## src/rtl/calc_pkg.sv

```systemverilog
// Shared encodings for the calculator sequencer: state/LED codes, display codes, key priority.
// Pure definitions; no latency, no backpressure.
package calc_pkg;

    typedef enum logic [2:0] {
        S_START    = 3'd0,
        S_OP_A     = 3'd1,
        S_OP_A_NEG = 3'd2,
        S_OPRND    = 3'd3,
        S_OP_B     = 3'd4,
        S_OP_B_NEG = 3'd5,
        S_RESULT   = 3'd6,
        S_ERROR    = 3'd7
    } state_t;

    localparam logic [1:0] DISP_A   = 2'b00;
    localparam logic [1:0] DISP_B   = 2'b01;
    localparam logic [1:0] DISP_RES = 2'b10;
    localparam logic [1:0] DISP_ERR = 2'b11;

    typedef enum logic [3:0] {
        K_NONE, K_EX, K_OP, K_SUB, K_DIG, K_BKSP, K_MR, K_MS, K_MC
    } key_t;

    // Only the highest-priority key pressed in a cycle is acted upon.
    function automatic key_t pick_key(input logic ex, input logic op, input logic sub,
                                      input logic dig, input logic bksp, input logic mr,
                                      input logic ms, input logic mc);
        key_t k;
        if (ex)        k = K_EX;
        else if (op)   k = K_OP;
        else if (sub)  k = K_SUB;
        else if (dig)  k = K_DIG;
        else if (bksp) k = K_BKSP;
        else if (mr)   k = K_MR;
        else if (ms)   k = K_MS;
        else if (mc)   k = K_MC;
        else           k = K_NONE;
        return k;
    endfunction

    function automatic logic [1:0] disp_of(input state_t s);
        logic [1:0] d;
        case (s)
            S_START, S_OP_A, S_OP_A_NEG: d = DISP_A;
            S_OPRND, S_OP_B, S_OP_B_NEG: d = DISP_B;
            S_RESULT:                    d = DISP_RES;
            default:                     d = DISP_ERR;
        endcase
        return d;
    endfunction

endpackage

```

## src/rtl/calc_digit_counter.sv

```systemverilog
// Saturating digit counter: clear (with optional load-one), load-max, inc, dec; updates next posedge.
// No backpressure: saturating requests are dropped silently.
module calc_digit_counter
    import calc_pkg::*;
#(
    parameter int MAX = 4,
    parameter int W   = 3
)(
    input  logic         clock,
    input  logic         i_clr,
    input  logic         i_inc,
    input  logic         i_dec,
    input  logic         i_ld_max,
    output logic [W-1:0] o_cnt,
    output logic         o_full,
    output logic         o_empty
);

    logic [W-1:0] r_cnt;

    assign o_cnt   = r_cnt;
    assign o_full  = (r_cnt == W'(MAX));
    assign o_empty = (r_cnt == '0);

    // clr together with inc restarts the count at one (first digit of a fresh operand).
    always_ff @(posedge clock) begin
        if (i_clr)
            r_cnt <= i_inc ? W'(1) : '0;
        else if (i_ld_max)
            r_cnt <= W'(MAX);
        else if (i_inc && !o_full)
            r_cnt <= r_cnt + 1'b1;
        else if (i_dec && !o_empty)
            r_cnt <= r_cnt - 1'b1;
    end

endmodule

```

## src/rtl/calc_control_seq.sv

```systemverilog
// Calculator keypad sequencer: Mealy strobes in the key-pulse cycle; state, counters, mem_valid next posedge.
// No backpressure: each key pulse is consumed or ignored in its own cycle.
module calc_control_seq
    import calc_pkg::*;
#(
    parameter  int MAX_DIGITS = 4,
    parameter  int CHAIN_EN   = 1,
    localparam int CNT_W      = $clog2(MAX_DIGITS + 1)
)(
    input  logic             clock,
    input  logic             reset_in,
    input  logic             clr_in,
    input  logic             dig_in,
    input  logic             op_in,
    input  logic             sub_in,
    input  logic             ex_in,
    input  logic             bksp_in,
    input  logic             ms_in,
    input  logic             mr_in,
    input  logic             mc_in,
    input  logic             err_in,
    output logic             load_A,
    output logic             load_B,
    output logic             bksp_A,
    output logic             bksp_B,
    output logic             load_op,
    output logic             execute,
    output logic             reset_out,
    output logic             chain,
    output logic             mem_store,
    output logic             mem_recall_A,
    output logic             mem_recall_B,
    output logic             mem_clear,
    output logic             mem_valid,
    output logic [CNT_W-1:0] cnt_A,
    output logic [CNT_W-1:0] cnt_B,
    output logic [1:0]       display_select,
    output logic [2:0]       LED
);

    state_t r_state;
    logic   r_mem_valid;
    logic   r_neg_a;
    logic   r_neg_b;

    key_t   w_key;
    state_t w_nxt;
    logic   w_mem_nxt, w_neg_a_nxt, w_neg_b_nxt;
    logic   w_a_clr, w_a_inc, w_a_dec, w_a_ldmax, w_a_full, w_a_empty;
    logic   w_b_clr, w_b_inc, w_b_dec, w_b_ldmax, w_b_full, w_b_empty;

    calc_digit_counter #(.MAX(MAX_DIGITS), .W(CNT_W)) u_cnt_a (
        .clock(clock), .i_clr(w_a_clr), .i_inc(w_a_inc), .i_dec(w_a_dec),
        .i_ld_max(w_a_ldmax), .o_cnt(cnt_A), .o_full(w_a_full), .o_empty(w_a_empty)
    );

    calc_digit_counter #(.MAX(MAX_DIGITS), .W(CNT_W)) u_cnt_b (
        .clock(clock), .i_clr(w_b_clr), .i_inc(w_b_inc), .i_dec(w_b_dec),
        .i_ld_max(w_b_ldmax), .o_cnt(cnt_B), .o_full(w_b_full), .o_empty(w_b_empty)
    );

    assign mem_valid      = r_mem_valid;
    assign LED            = r_state;
    assign display_select = disp_of(r_state);

    always_comb begin
        w_key        = pick_key(ex_in, op_in, sub_in, dig_in, bksp_in, mr_in, ms_in, mc_in);
        load_A       = 1'b0;
        load_B       = 1'b0;
        bksp_A       = 1'b0;
        bksp_B       = 1'b0;
        load_op      = 1'b0;
        execute      = 1'b0;
        reset_out    = 1'b0;
        chain        = 1'b0;
        mem_store    = 1'b0;
        mem_recall_A = 1'b0;
        mem_recall_B = 1'b0;
        mem_clear    = 1'b0;
        w_nxt        = r_state;
        w_mem_nxt    = r_mem_valid;
        w_neg_a_nxt  = r_neg_a;
        w_neg_b_nxt  = r_neg_b;
        w_a_clr      = 1'b0;
        w_a_inc      = 1'b0;
        w_a_dec      = 1'b0;
        w_a_ldmax    = 1'b0;
        w_b_clr      = 1'b0;
        w_b_inc      = 1'b0;
        w_b_dec      = 1'b0;
        w_b_ldmax    = 1'b0;

        if (reset_in || clr_in) begin
            reset_out   = 1'b1;
            w_nxt       = S_START;
            w_a_clr     = 1'b1;
            w_b_clr     = 1'b1;
            w_neg_a_nxt = 1'b0;
            w_neg_b_nxt = 1'b0;
            if (reset_in)
                w_mem_nxt = 1'b0;
        end else begin
            case (r_state)
                S_START: begin
                    reset_out = 1'b1;
                    if (w_key == K_DIG) begin
                        reset_out = 1'b0; load_A = 1'b1; w_a_clr = 1'b1; w_a_inc = 1'b1;
                        w_neg_a_nxt = 1'b0; w_nxt = S_OP_A;
                    end else if (w_key == K_SUB) begin
                        reset_out = 1'b0; load_A = 1'b1; w_nxt = S_OP_A_NEG;
                    end else if (w_key == K_MR && r_mem_valid) begin
                        reset_out = 1'b0; mem_recall_A = 1'b1; w_a_ldmax = 1'b1;
                        w_neg_a_nxt = 1'b0; w_nxt = S_OP_A;
                    end
                end
                S_OP_A: begin
                    if (w_key == K_DIG && !w_a_full) begin
                        load_A = 1'b1; w_a_inc = 1'b1;
                    end else if (w_key == K_BKSP && !w_a_empty) begin
                        bksp_A = 1'b1; w_a_dec = 1'b1;
                        if (cnt_A == CNT_W'(1))
                            w_nxt = r_neg_a ? S_OP_A_NEG : S_START;
                    end else if (w_key == K_OP) begin
                        load_op = 1'b1; w_nxt = S_OPRND;
                    end else if (w_key == K_MS) begin
                        mem_store = 1'b1; w_mem_nxt = 1'b1;
                    end
                end
                S_OP_A_NEG: begin
                    if (w_key == K_DIG) begin
                        load_A = 1'b1; w_a_clr = 1'b1; w_a_inc = 1'b1;
                        w_neg_a_nxt = 1'b1; w_nxt = S_OP_A;
                    end else if (w_key == K_SUB || w_key == K_BKSP) begin
                        bksp_A = 1'b1; w_nxt = S_START;
                    end else if (w_key == K_MR && r_mem_valid) begin
                        mem_recall_A = 1'b1; w_a_ldmax = 1'b1;
                        w_neg_a_nxt = 1'b0; w_nxt = S_OP_A;
                    end
                end
                S_OPRND: begin
                    if (w_key == K_DIG) begin
                        load_B = 1'b1; w_b_clr = 1'b1; w_b_inc = 1'b1;
                        w_neg_b_nxt = 1'b0; w_nxt = S_OP_B;
                    end else if (w_key == K_SUB) begin
                        load_B = 1'b1; w_nxt = S_OP_B_NEG;
                    end else if (w_key == K_MR && r_mem_valid) begin
                        mem_recall_B = 1'b1; w_b_ldmax = 1'b1;
                        w_neg_b_nxt = 1'b0; w_nxt = S_OP_B;
                    end
                end
                S_OP_B: begin
                    if (w_key == K_EX) begin
                        execute = 1'b1; w_b_clr = 1'b1;
                        w_nxt = err_in ? S_ERROR : S_RESULT;
                    end else if (w_key == K_DIG && !w_b_full) begin
                        load_B = 1'b1; w_b_inc = 1'b1;
                    end else if (w_key == K_BKSP && !w_b_empty) begin
                        bksp_B = 1'b1; w_b_dec = 1'b1;
                        if (cnt_B == CNT_W'(1))
                            w_nxt = r_neg_b ? S_OP_B_NEG : S_OPRND;
                    end else if (w_key == K_OP) begin
                        load_op = 1'b1; w_nxt = S_OPRND;
                    end else if (w_key == K_MS) begin
                        mem_store = 1'b1; w_mem_nxt = 1'b1;
                    end
                end
                S_OP_B_NEG: begin
                    if (w_key == K_DIG) begin
                        load_B = 1'b1; w_b_clr = 1'b1; w_b_inc = 1'b1;
                        w_neg_b_nxt = 1'b1; w_nxt = S_OP_B;
                    end else if (w_key == K_SUB || w_key == K_BKSP) begin
                        bksp_B = 1'b1; w_nxt = S_OPRND;
                    end else if (w_key == K_MR && r_mem_valid) begin
                        mem_recall_B = 1'b1; w_b_ldmax = 1'b1;
                        w_neg_b_nxt = 1'b0; w_nxt = S_OP_B;
                    end
                end
                S_RESULT: begin
                    if (w_key == K_OP && CHAIN_EN != 0) begin
                        chain = 1'b1; load_op = 1'b1; w_a_ldmax = 1'b1;
                        w_neg_a_nxt = 1'b0; w_nxt = S_OPRND;
                    end else if (w_key == K_DIG) begin
                        reset_out = 1'b1; load_A = 1'b1; w_a_clr = 1'b1; w_a_inc = 1'b1;
                        w_neg_a_nxt = 1'b0; w_nxt = S_OP_A;
                    end else if (w_key == K_MS) begin
                        mem_store = 1'b1; w_mem_nxt = 1'b1;
                    end
                end
                default: ;
            endcase

            if (w_key == K_MC && r_state != S_ERROR) begin
                mem_clear = 1'b1;
                w_mem_nxt = 1'b0;
            end
        end
    end

    always_ff @(posedge clock) begin
        r_state     <= w_nxt;
        r_mem_valid <= w_mem_nxt;
        r_neg_a     <= w_neg_a_nxt;
        r_neg_b     <= w_neg_b_nxt;
    end

endmodule

```

## config.mk

```make
export PLATFORM = sky130hd
export DESIGN_NAME = calc_control_seq
export DESIGN_NICKNAME = d
export VERILOG_FILES = /design/src/rtl/calc_pkg.sv /design/src/rtl/calc_digit_counter.sv /design/src/rtl/calc_control_seq.sv
export SDC_FILE = /design/constraint.sdc
export NUM_CORES = 1
export LEC_CHECK = 0
export CAP_MARGIN = 30
export CORE_ASPECT_RATIO = 1.1
export CORE_MARGIN = 1
export CORE_UTILIZATION = 45
export CTS_CLUSTER_SIZE = 20
export DETAILED_ROUTE_END_ITERATION = 7
export GPL_ROUTABILITY_DRIVEN = 1
export HOLD_SLACK_MARGIN = 0.08
export PLACE_DENSITY = 0.77
export SYNTH_ARGS = -nofsm -noshare
export SYNTH_HDL_FRONTEND = slang
export SYNTH_HIERARCHICAL = 1
export SYNTH_SLANG_ARGS = --single-unit
```

## constraint.sdc

```tcl
create_clock -name clock -period 2.6 [get_ports clock]
set_clock_uncertainty 0.05 [all_clocks]
set_input_delay 0.39 -clock clock [delete_from_list [all_inputs] [get_ports clock]]
set_output_delay 0.39 -clock clock [all_outputs]
set_load 0.02 [all_outputs]
```

==> Yosys cells after proc, flatten, opt, wreduce, memory -nomap -nowiden <==
Cells that the tools add are included.
{ "word_totals": {"register_bits": 12, "inputBits": 12, "out_inout_bits": 24} }
{ "op_classes": {"n_addsub": 4, "n_eq_ne": 36, "muxes": 146, "reduce_logical": 33} }
{ "ops": {"columns": ["op", "n"], "rows": [
  ["1-bit 2-to-1 mux", 89],
  ["3-bit 2-to-1 mux", 29],
  ["4-bit 2-to-1 mux", 8],
  ["4-bit != test, second input constant", 8],
  ["3-bit != test, second input constant", 8],
  ["1-bit one-hot mux with 3 select lines", 7],
  ["3-bit one-hot mux with 7 select lines", 1],
  ["1-bit one-hot mux with 2 select lines", 9],
  ["4-bit by 3-bit equality test with 1-bit output, second input constant", 4],
  ["3-bit equality test, second input constant", 5],
  ["1-bit logical AND", 10],
  ["3-bit by 1-bit equality test with 1-bit output, second input constant", 3],
  ["3-bit logical NOT", 3],
  ["9-bit AND reduction", 1],
  ["4-bit by 2-bit equality test with 1-bit output, second input constant", 2],
  ["4-bit nonzero test", 2],
  ["7-bit nonzero test", 1],
  ["3-bit by 1-bit adder with 3-bit output, second input constant", 2],
  ["3-bit by 2-bit equality test with 1-bit output, second input constant", 2],
  ["2-bit one-hot mux with 3 select lines", 1],
  ["6-bit AND reduction", 1],
  ["3-bit OR reduction", 2],
  ["3-bit by 1-bit subtractor with 3-bit output, second input constant", 2],
  ["5-bit nonzero test", 1],
  ["other kinds (12)", 18]
]} }

==> Depth between registers and ports, before layout <==
Gate-level depths: netlist of the first run.
{ "depth": {"ltp_word": 20, "mapped_depth": 10, "mapped_depth_nobuf": 9} }

==> Cells and area by module <==
Netlist of the first run, hierarchy kept.
{ "modules_own_cells": {"columns": ["mod", "n_inst", "cells_each", "area_per_inst_um2", "seq_area_each_um2"], "rows": [
  ["calc_control_seq", 1, 159, 1057.3, 130.1],
  ["calc_digit_counter", 2, 21, 210.2, 90.1]
]} }

==> Least setup slack after synthesis of the first run <==
Ideal clock, no wire load.
{ "synth_path": {"path_type": "register -> register", "from": "register r_state[0], in the netlist LED[0]", "to": "register u_cnt_b.r_cnt[2], in the netlist u_cnt_b/o_cnt[2], data pin", "arrival_time_ns": 2.637, "setup_slack_ns": -0.353, "stages_incl_launch_ff": 11, "n_path_buf": 2, "synth_period_minus_slack_ns": 2.953, "cell_sequence": "dfxtp_1 -> clkbuf_1 -> clkbuf_1 -> nand2_1 -> nor2_1 -> a21oi_1 -> nor3_1 -> nand2_1 -> fa_1 -> nor4_1 -> a311oi_1"} }
{ "synth_via": {"elab_chain_cells": 8} }
{ "synth_lines": {"columns": ["element", "line", "text"], "rows": [
  ["start: declaration", "calc_control_seq.sv:41", "state_t r_state;"],
  ["start signal: assignment", "calc_control_seq.sv:200", "r_state <= w_nxt;"],
  ["3-bit equality test / 3-bit by 2-bit equality test with 1-bit output (equally long branches)", "calc_control_seq.sv:103", "case (r_state)"],
  ["2-bit OR reduction (no source line)", null, null],
  ["1-bit one-hot mux with 2 select lines *", "calc_control_seq.sv:103", null],
  ["1-bit 2-to-1 mux *", "calc_control_seq.sv:93", "if (reset_in || clr_in) begin"],
  ["named net w_b_inc", "calc_control_seq.sv:50", "logic w_b_clr, w_b_inc, w_b_dec, w_b_ldmax, w_b_full, w_b_empty;"],
  ["1-bit logical AND *", "calc_digit_counter.sv:31", "else if (i_inc && !o_full)"],
  ["3-bit 2-to-1 mux *", "calc_digit_counter.sv:31", null],
  ["3-bit 2-to-1 mux *", "calc_digit_counter.sv:29", "else if (i_ld_max)"],
  ["3-bit 2-to-1 mux *", "calc_digit_counter.sv:27", "if (i_clr)"],
  ["end signal: assignment", "calc_digit_counter.sv:28", "r_cnt <= i_inc ? W'(1) : '0;"],
  ["end signal: assignment", "calc_digit_counter.sv:30", "r_cnt <= W'(MAX);"],
  ["end signal: assignment", "calc_digit_counter.sv:32", "r_cnt <= r_cnt + 1'b1;"],
  ["end: declaration", "calc_digit_counter.sv:19", "logic [W-1:0] r_cnt;"]
]} }
The timed path passes the listed nets; every way through them passes the cells marked *.
A chain may end at the register's enable or synchronous reset.

==> Worst setup path after layout of the first run <==
{ "layout_path": {"from": "input dig_in", "to": "register u_cnt_b.r_cnt[2], in the netlist u_cnt_b/o_cnt[2], data pin"} }
{ "layout_via": {"elab_chain_cells": 14} }
{ "layout_lines": {"columns": ["element", "line", "text"], "rows": [
  ["start: declaration", "calc_control_seq.sv:13", "input logic dig_in,"],
  ["4-bit 2-to-1 mux *", "calc_pkg.sv:33", "else if (dig) k = K_DIG;"],
  ["4-bit 2-to-1 mux *", "calc_pkg.sv:32", "else if (sub) k = K_SUB;"],
  ["4-bit 2-to-1 mux *", "calc_pkg.sv:31", "else if (op) k = K_OP;"],
  ["4-bit 2-to-1 mux *", "calc_pkg.sv:30", "if (ex) k = K_EX;"],
  ["4-bit by 3-bit equality test with 1-bit output", "calc_control_seq.sv:141, calc_control_seq.sv:155, calc_control_seq.sv:168", null],
  ["1-bit logical AND", "calc_control_seq.sv:155", "end else if (w_key == K_DIG && !w_b_full) begin"],
  ["1-bit 2-to-1 mux", "calc_control_seq.sv:155", null],
  ["1-bit 2-to-1 mux", "calc_control_seq.sv:152", "if (w_key == K_EX) begin"],
  ["1-bit one-hot mux with 2 select lines *", "calc_control_seq.sv:103", null],
  ["1-bit 2-to-1 mux *", "calc_control_seq.sv:93", null],
  ["named net w_b_inc", "calc_control_seq.sv:50", null],
  ["1-bit logical AND *", "calc_digit_counter.sv:31", null],
  ["3-bit 2-to-1 mux *", "calc_digit_counter.sv:31", null],
  ["3-bit 2-to-1 mux *", "calc_digit_counter.sv:29", null],
  ["3-bit 2-to-1 mux *", "calc_digit_counter.sv:27", null]
]} }
Marked as above.

==> results of run 1 <==
==> sequential cells by signal, indices dropped and copies added (netlist names) <==
| name | flops |
|---|---|
| LED | 3 |
| u_cnt_a/o_cnt | 3 |
| u_cnt_b/o_cnt | 3 |
| mem_valid | 1 |
| r_neg_a | 1 |
| r_neg_b | 1 |
==> metal layers <==
metal | share of wire [%] | wire length (um) | GRT usage (%) | vias up
met5 | 0 | 0 | 0 | -
met4 | 4.1 | 229 | 18.3 | 0
met3 | 8.7 | 487 | 4.79 | 33
met2 | 46 | 2590 | 52.8 | 121
met1 | 41 | 2320 | 43.2 | 962
li1 | - | - | - | 954
==> cells by family (layout without fill, tap and decap cells) <==
family / Yosys count / count (layout) / synth area share (%)
muxes: 1 / 1 / 0.677
DFF: 12 / 12 / 21.0
AOI/OAI and AO/OA: 67 / 67 / 32.9
adders and majority gates: 2 / 2 / 2.71
buffers and inverters: 23 / 116 / 6.60
and+or+nand+nor: 96 / 96 / 36.1
==> worst min path at each step <==
stage,to
floorplan,r_neg_a
CTS,r_neg_a
global route,r_neg_a
finish,r_neg_a
detailed placement,r_neg_a
global placement,r_neg_a
==> layout by cell type (no fill, tap or decap), types with 3 or more instances in the layout <==
cell             instances
nor4_1                   9
edfxtp_1                 7
dfxtp_2                  3
o31ai_1                  3
inv_1                   11
or3b_1                   3
o21ai_0                 14
clkbuf_4                 3
clkdlybuf4s50_1         22
a31oi_1                  4
nor2b_1                  5
nor2_2                   3
o211ai_1                 3
o21ai_1                  4
a21oi_1                 13
dlygate4sd2_1            6
buf_4                   64
nand2_1                 22
nor2_1                  18
nor3_1                   6
and3_1                   4
nand3_1                  3
==> metrics by stage <==
| step | utilization (%) | instance area (sq um) | instances |
|---|---|---|---|
| after detailed placement | 75.5 | 2320 | 322 |
| after global placement | 75.5 | 2320 | 322 |
| after floorplan | - | 1510 | 201 |
| after global routing | 78.0 | 2400 | 328 |
| final | 78.0 | 2400 | 328 |
| after CTS | 77.0 | 2370 | 328 |
==> cell type report <==
| class | instances | area, sq um | area share, % |
|---|---|---|---|
| multi-input combinational | 166 | 1140 | 47.4 |
| timing repair buffer | 101 | 828 | 34.5 |
| sequential | 12 | 314 | 13.1 |
| tap | 34 | 42.5 | 1.77 |
| inverter | 11 | 41.3 | 1.72 |
| clock buffer | 4 | 36.3 | 1.51 |
==> report_power, final <==
group	internal (W)	switching, W	total, W	leakage, nW
combinational	0.000118	0.000127	0.000245	0.898
sequential	0.000214	0.00000995	0.000223	0.118
clock	0.0000854	0.0000848	0.000170	0.0210
total	0.000417	0.000221	0.000638	1.04
==> worst register-to-register path, delay by kind of cell, from the launching register on <==
kind / cells / cell delay (ns)
AO/OA/AOI/OAI: 2 / 0.49
buffers and inverters: 2 / 0.31
AND/OR/NAND/NOR: 4 / 0.93
flip-flops: 1 / 0.45
==> repair_timing <==
action / CTS / global route
pin swaps: 1 / 2
endpoints found under the setup margin: 13 / 11
gates resized for setup: 25 / 15
buffers inserted: 2 / 0
cloned: 0 / 0
==> impl_results.md, run 1 <==
- Cell Rows: 21
- Final worst slack: 0.0305 ns
- Post-synth ARST share: 0%
- Core Box Area: 0.00307 sq mm
- Die W: 56.6 um
- Share of cells above drive strength 1: between 30% and 40%
- CTS clock-pin slew for the worst setup and hold paths: 0.10 ns
- #FFs+latches synth: 12
- IO Port Bufs: 35
- First-pass GRT wire length: between 9000 and 10,000 um
- Post-layout min period: approximately 2.6 ns
- WL final: ~5600 um
- Hold path depth: 2
- CP Cell Sequence: clkdlybuf4s50_1 > or4b_1 > buf_4 > nor3_4 > nand2_1 > fa_1 > nor4_1 > a311oi_1
- Leak Pwr: between 1 and 1.5 nW
- Max incr delay on CP: between 0.4 and 0.5 ns
- Pwr dens: approximately 270 mW/mm^2
- Critical path buffers and inverters: 2
- Initial antenna violation count: 0
- CTS tree: built
- Root Driver: clkbuf_4
- Pwr Total: roughly 0.00064 W
- Clk sinks: 12
- Hold_buf cts: 0
- Critical Path Source Type: input pin
- Routed WL per cell: 17.2 um
- Worst slew pin tran: 0.447 ns
- DRC Markers: 0
- Post-Synthesis Cells: ~200
- Syn Nets: 215
- Layout area overhead: 62.3%
- Chip Height: roughly 62 um
- Latest clock arrival within the worst-skew pair: about 0.29 ns
- GRT Residual Overflow: 0
- CP Class: input pin to flop
- # fillers: roughly 210
- Max_cap viols: 0
- Synth top area cells: edfxtp_1, dfxtp_1, nand2_1
- Count leader, synth: nand2_1
- Yosys top cell area share: between 10 and 15%
- CP startpoint: dig_in
- DRT Pass-1 Iters: 5
- Hold Startpoint: r_neg_a
- CTS buffer count: 3
- Reg2reg end: u_cnt_b/o_cnt[2]
- CP max FO: 7
- CP Data Required Time: ~2.6 ns
- # setup viols final: 0
- Number of flops mapped to enable cells by yosys: 7
- Starting Density: 48.1%
- Tcrit/Tclk final: between 90 and 100%
- GRT Total Usage: 33.3%
- Netlist cell types: 60
- Setup TNS: 0 ns
- Synth Cell Area: 0.00148 sq mm
- Placer congestion estimate: about 1
- Post-Place Setup Slack: -0.439 ns
- Largest net degree at the start of global routing: 15
- Cell count along the critical path: 8
- Dominant cell type by area after synthesis: edfxtp_1
- Synth Flop Type: edfxtp_1
- Vias per std cell: approximately 6.3
- FF-to-FF Start: u_cnt_b/o_cnt[0]
- Post-DRT Antenna Nets: 0
- Post-layout nets: about 300
- Clk buf depth: 2
- N_diodes: 0
- Die ar.: roughly 0.0035 sq mm
- Via count: 2,070
- Delay-heaviest family, CP: simple AND/OR/NAND/NOR gates
- Final max-slew violation count: 0
- HPWL Detailed: 4310 um
- Hold Crit Class: flop to flop
- Minimum hold slack: roughly 0.43 ns
- Slowest cell on the critical path: clkdlybuf4s50_1
- Fmax: between 0.3 and 0.4 GHz
- Seq/Total Area, Yosys: roughly a fifth
- Unrepaired setup endpoints after global routing: true
- Worst setup endpoint: u_cnt_b/o_cnt[2]
- Synth warn: 6
- H-tree depth: 1
- Final Hold Vio Count: 0
- R2R cell count: 8
- Ports: 36
- First DRT Iteration DRCs: 207
- Mean Syn Cell Area: 7.35 sq um
- Crit. End Element: flop
- Slew margin rel.: 70.0%
- Status: finished, final reports clean
- Commonest cells in the netlist: nand2_1, nor2_1, o21ai_0
- Number of global-route vias before repair: between 2k and 2.5k
- Worst R2R Setup Slack: ~0.12 ns
- Peak supply drop: ~0.23 mV
- Worst path arrival time: approximately 2.6 ns
No activity file was read; power rests on OpenSTA's default activity.
==> inputs of run 2 (changes only) <==
--- a/config.mk
+++ b/config.mk
@@ -14,6 +14,7 @@
 export GPL_ROUTABILITY_DRIVEN = 1
 export HOLD_SLACK_MARGIN = 0.08
 export PLACE_DENSITY = 0.77
+export REMOVE_ABC_BUFFERS = 1
 export SYNTH_ARGS = -nofsm -noshare
 export SYNTH_HDL_FRONTEND = slang
 export SYNTH_HIERARCHICAL = 1
==> run 2 against run 1 <==
  * Worst setup slack gained 0.015 ns
  * Clock-buffer cell count stayed put
  * Via count is 1.4% lower
  * Combinational power about the same
  * Critical path depth did not move
  * Sequential power is essentially flat
  * Power decreased by 4.6%
  * Routed wire length grew 4.0%
  * Clock power fell by 18%
  * Critical path type is now input pin to output port
  * First-iteration DRC count is 23% lower
  * Utilization rose by 0.73 points
==> impl_results.md, run 2 (synthesized netlist as in run 1, its figures left out) <==
- Multi-input logic area: around 0.0012 sq mm
- Post-layout min period: 2.55 ns
- Reg2reg end: u_cnt_b/o_cnt[2]
- WL final: between 5000 and 6000 um
- Hold_buf cts: 0
- Initial antenna violation count: 0
- Hold Crit Class: flop to flop
- Cell Rows: 21
- Layout area overhead: 63.8%
- Critical path buffers and inverters: 4
- CP max FO: 8
- # fillers: around 220
- Crit. End Element: output port
- FF-to-FF Start: u_cnt_b/o_cnt[1]
- Max_cap viols: 0
- Post-layout nets: 310
- Tcrit/Tclk final: between 90% and 100%
- Die ar.: around 0.0035 sq mm
- Root Driver: clkbuf_4
- First-pass GRT wire length: 9700 um
- H-tree depth: 1
- Number of global-route vias before repair: roughly 2.1k
- Hold Startpoint: r_neg_a
- Slew margin rel.: 71.8%
- CP Cell Sequence: clkdlybuf4s50_1 > buf_4 > nor4_2 > buf_4 > a21oi_1 > o21ai_1 > nor3_2 > clkdlybuf4s15_2
- Critical Path Source Type: input pin
- Status: finished, final reports clean
- Most common cell after layout, fill and taps aside: buf_4
- Core Box Area: 0.00307 sq mm
- Pwr Total: 0.000609 W
- HPWL Detailed: between 4000 and 5000 um
- Crit-path most repeated cell: buf_4
- DRT Pass-1 Iters: 5
- First DRT Iteration DRCs: between 150 and 200
- Leak Pwr: between 1 and 1.5 nW
- Worst slew pin tran: ~0.41 ns
- Reg area: roughly 310 sq um
- Routed WL per cell: about 18 um
- Fmax: just under 0.4 GHz
- Ports: 36
- Max incr delay on CP: around 0.44 ns
- Clk sinks: 12
- CP Data Required Time: 2.16 ns
- CTS buffer count: 3
- CP Class: input pin to output port
- GRT Residual Overflow: 0
- N_diodes: 0
- Most frequent cells in the layout: buf_4, nand2_1, clkdlybuf4s50_1, nor2_1, o21ai_0
- GRT Total Usage: 35.1%
- Minimum hold slack: 0.449 ns
- Worst path arrival time: around 2.1 ns
- Placer congestion estimate: a little under 1
- Worst R2R Setup Slack: 0.10 ns
- Slowest cell on the critical path: clkdlybuf4s50_1
- DRC Markers: 0
- Clk buf depth: 2
- Final Hold Vio Count: 0
- Share of cells above drive strength 1: approximately 36%
- R2R cell count: 9
- Hold path depth: 2
- Hold Path End: r_neg_a
- Pwr dens: ~250 mW/mm^2
- Largest net degree at the start of global routing: 18
- # setup viols final: 0
- Vias per std cell: ~6.2
- Post-DRT Antenna Nets: 0
- IO Port Bufs: 35
- Delay-heaviest family, CP: buffers and inverters
- CTS clock-pin slew for the worst setup and hold paths: around 0.10 ns
- Peak supply drop: about 0.27 mV
- Starting Density: between 40% and 50%
- Final max-slew violation count: 0
- Chip Height: a little over 60 um
- Final Util: between 70% and 80%
- CTS tree: built
- Die W: 56.6 um
- Latest clock arrival within the worst-skew pair: approximately 0.29 ns
- Final non-filler cell total: between 300 and 400
- Placed insts: between 300 and 400
- Via count: ~2.0k
## run 2: cell types whose count changed in the layout (fill, tap and decap cells not counted), moves of 2 or more
cell | before | now
dlygate4sd2_1 | 6 | 2
dlymetal6s2s_1 | 1 | 3
clkdlybuf4s15_1 | 0 | 2
nor4_2 | 0 | 2
buf_4 | 64 | 67
dfxtp_2 | 3 | 1
dfxtp_1 | 2 | 4
## run 2: metal layers
layer / part of all wire, % / GRT usage, %
met1: 39 / 43.8
met2: 50 / 57.2
met3: 9.4 / 5.42
met4: 1.7 / 19.5
met5: 0 / 0
## run 2: how the worst max path moves through the flow
stage | slack, ns | start | depth (start not counted) | endpoint
5_1_grt | -0.01 | op_in | 8 | mem_recall_B
2_1_floorplan | -0.27 | LED[0] | 8 | u_cnt_b/o_cnt[2]
6_report | 0.05 | op_in | 8 | mem_recall_B
4_1_cts | -0.04 | sub_in | 7 | bksp_A
3_3_place_gp | -0.46 | sub_in | 7 | u_cnt_b/o_cnt[2]
3_5_place_dp | -0.50 | sub_in | 7 | u_cnt_a/o_cnt[2]
## run 2: what timing repair did
item,CTS,global route
resized for setup,38,21
setup buffers,0,3
endpoints found under the setup margin,14,16
pin swaps,1,3
## run 2: cell type report
| type | instances | share of cell area (%) |
|---|---|---|
| tap | 34 | 1.76 |
| inverter | 11 | 1.71 |
| sequential | 12 | 12.9 |
| clock buffer | 4 | 1.09 |
| timing repair buffer | 102 | 34.8 |
| multi-input combinational | 166 | 47.8 |
## run 2: power by group
group | internal, W | total (W) | leakage, nW | switching, W
Clock | 0.0000597 | 0.000139 | 0.0150 | 0.0000792
Sequential | 0.000213 | 0.000223 | 0.117 | 0.00000968
Combinational | 0.000119 | 0.000247 | 0.918 | 0.000128
## run 2: worst register-to-register path: cells and delay by family, from the launching register on
kind / cells / cell delay [ns]
simple gates: 4 / 0.88
buf+inv: 2 / 0.32
compound gates: 3 / 0.51
flops: 1 / 0.48
## run 2: metrics by stage
| stage | setup slack, ns | setup TNS (ns) | cell area, sq um |
|---|---|---|---|
| detailed placement | -0.504 | -5.21 | 2290 |
| CTS | -0.0421 | -0.0421 | 2360 |
| finish | 0.0453 | 0 | 2420 |
| global route | -0.0116 | -0.0116 | 2420 |
| floorplan | -0.267 | -0.500 | 1420 |
| global placement | -0.462 | -5.37 | 2290 |
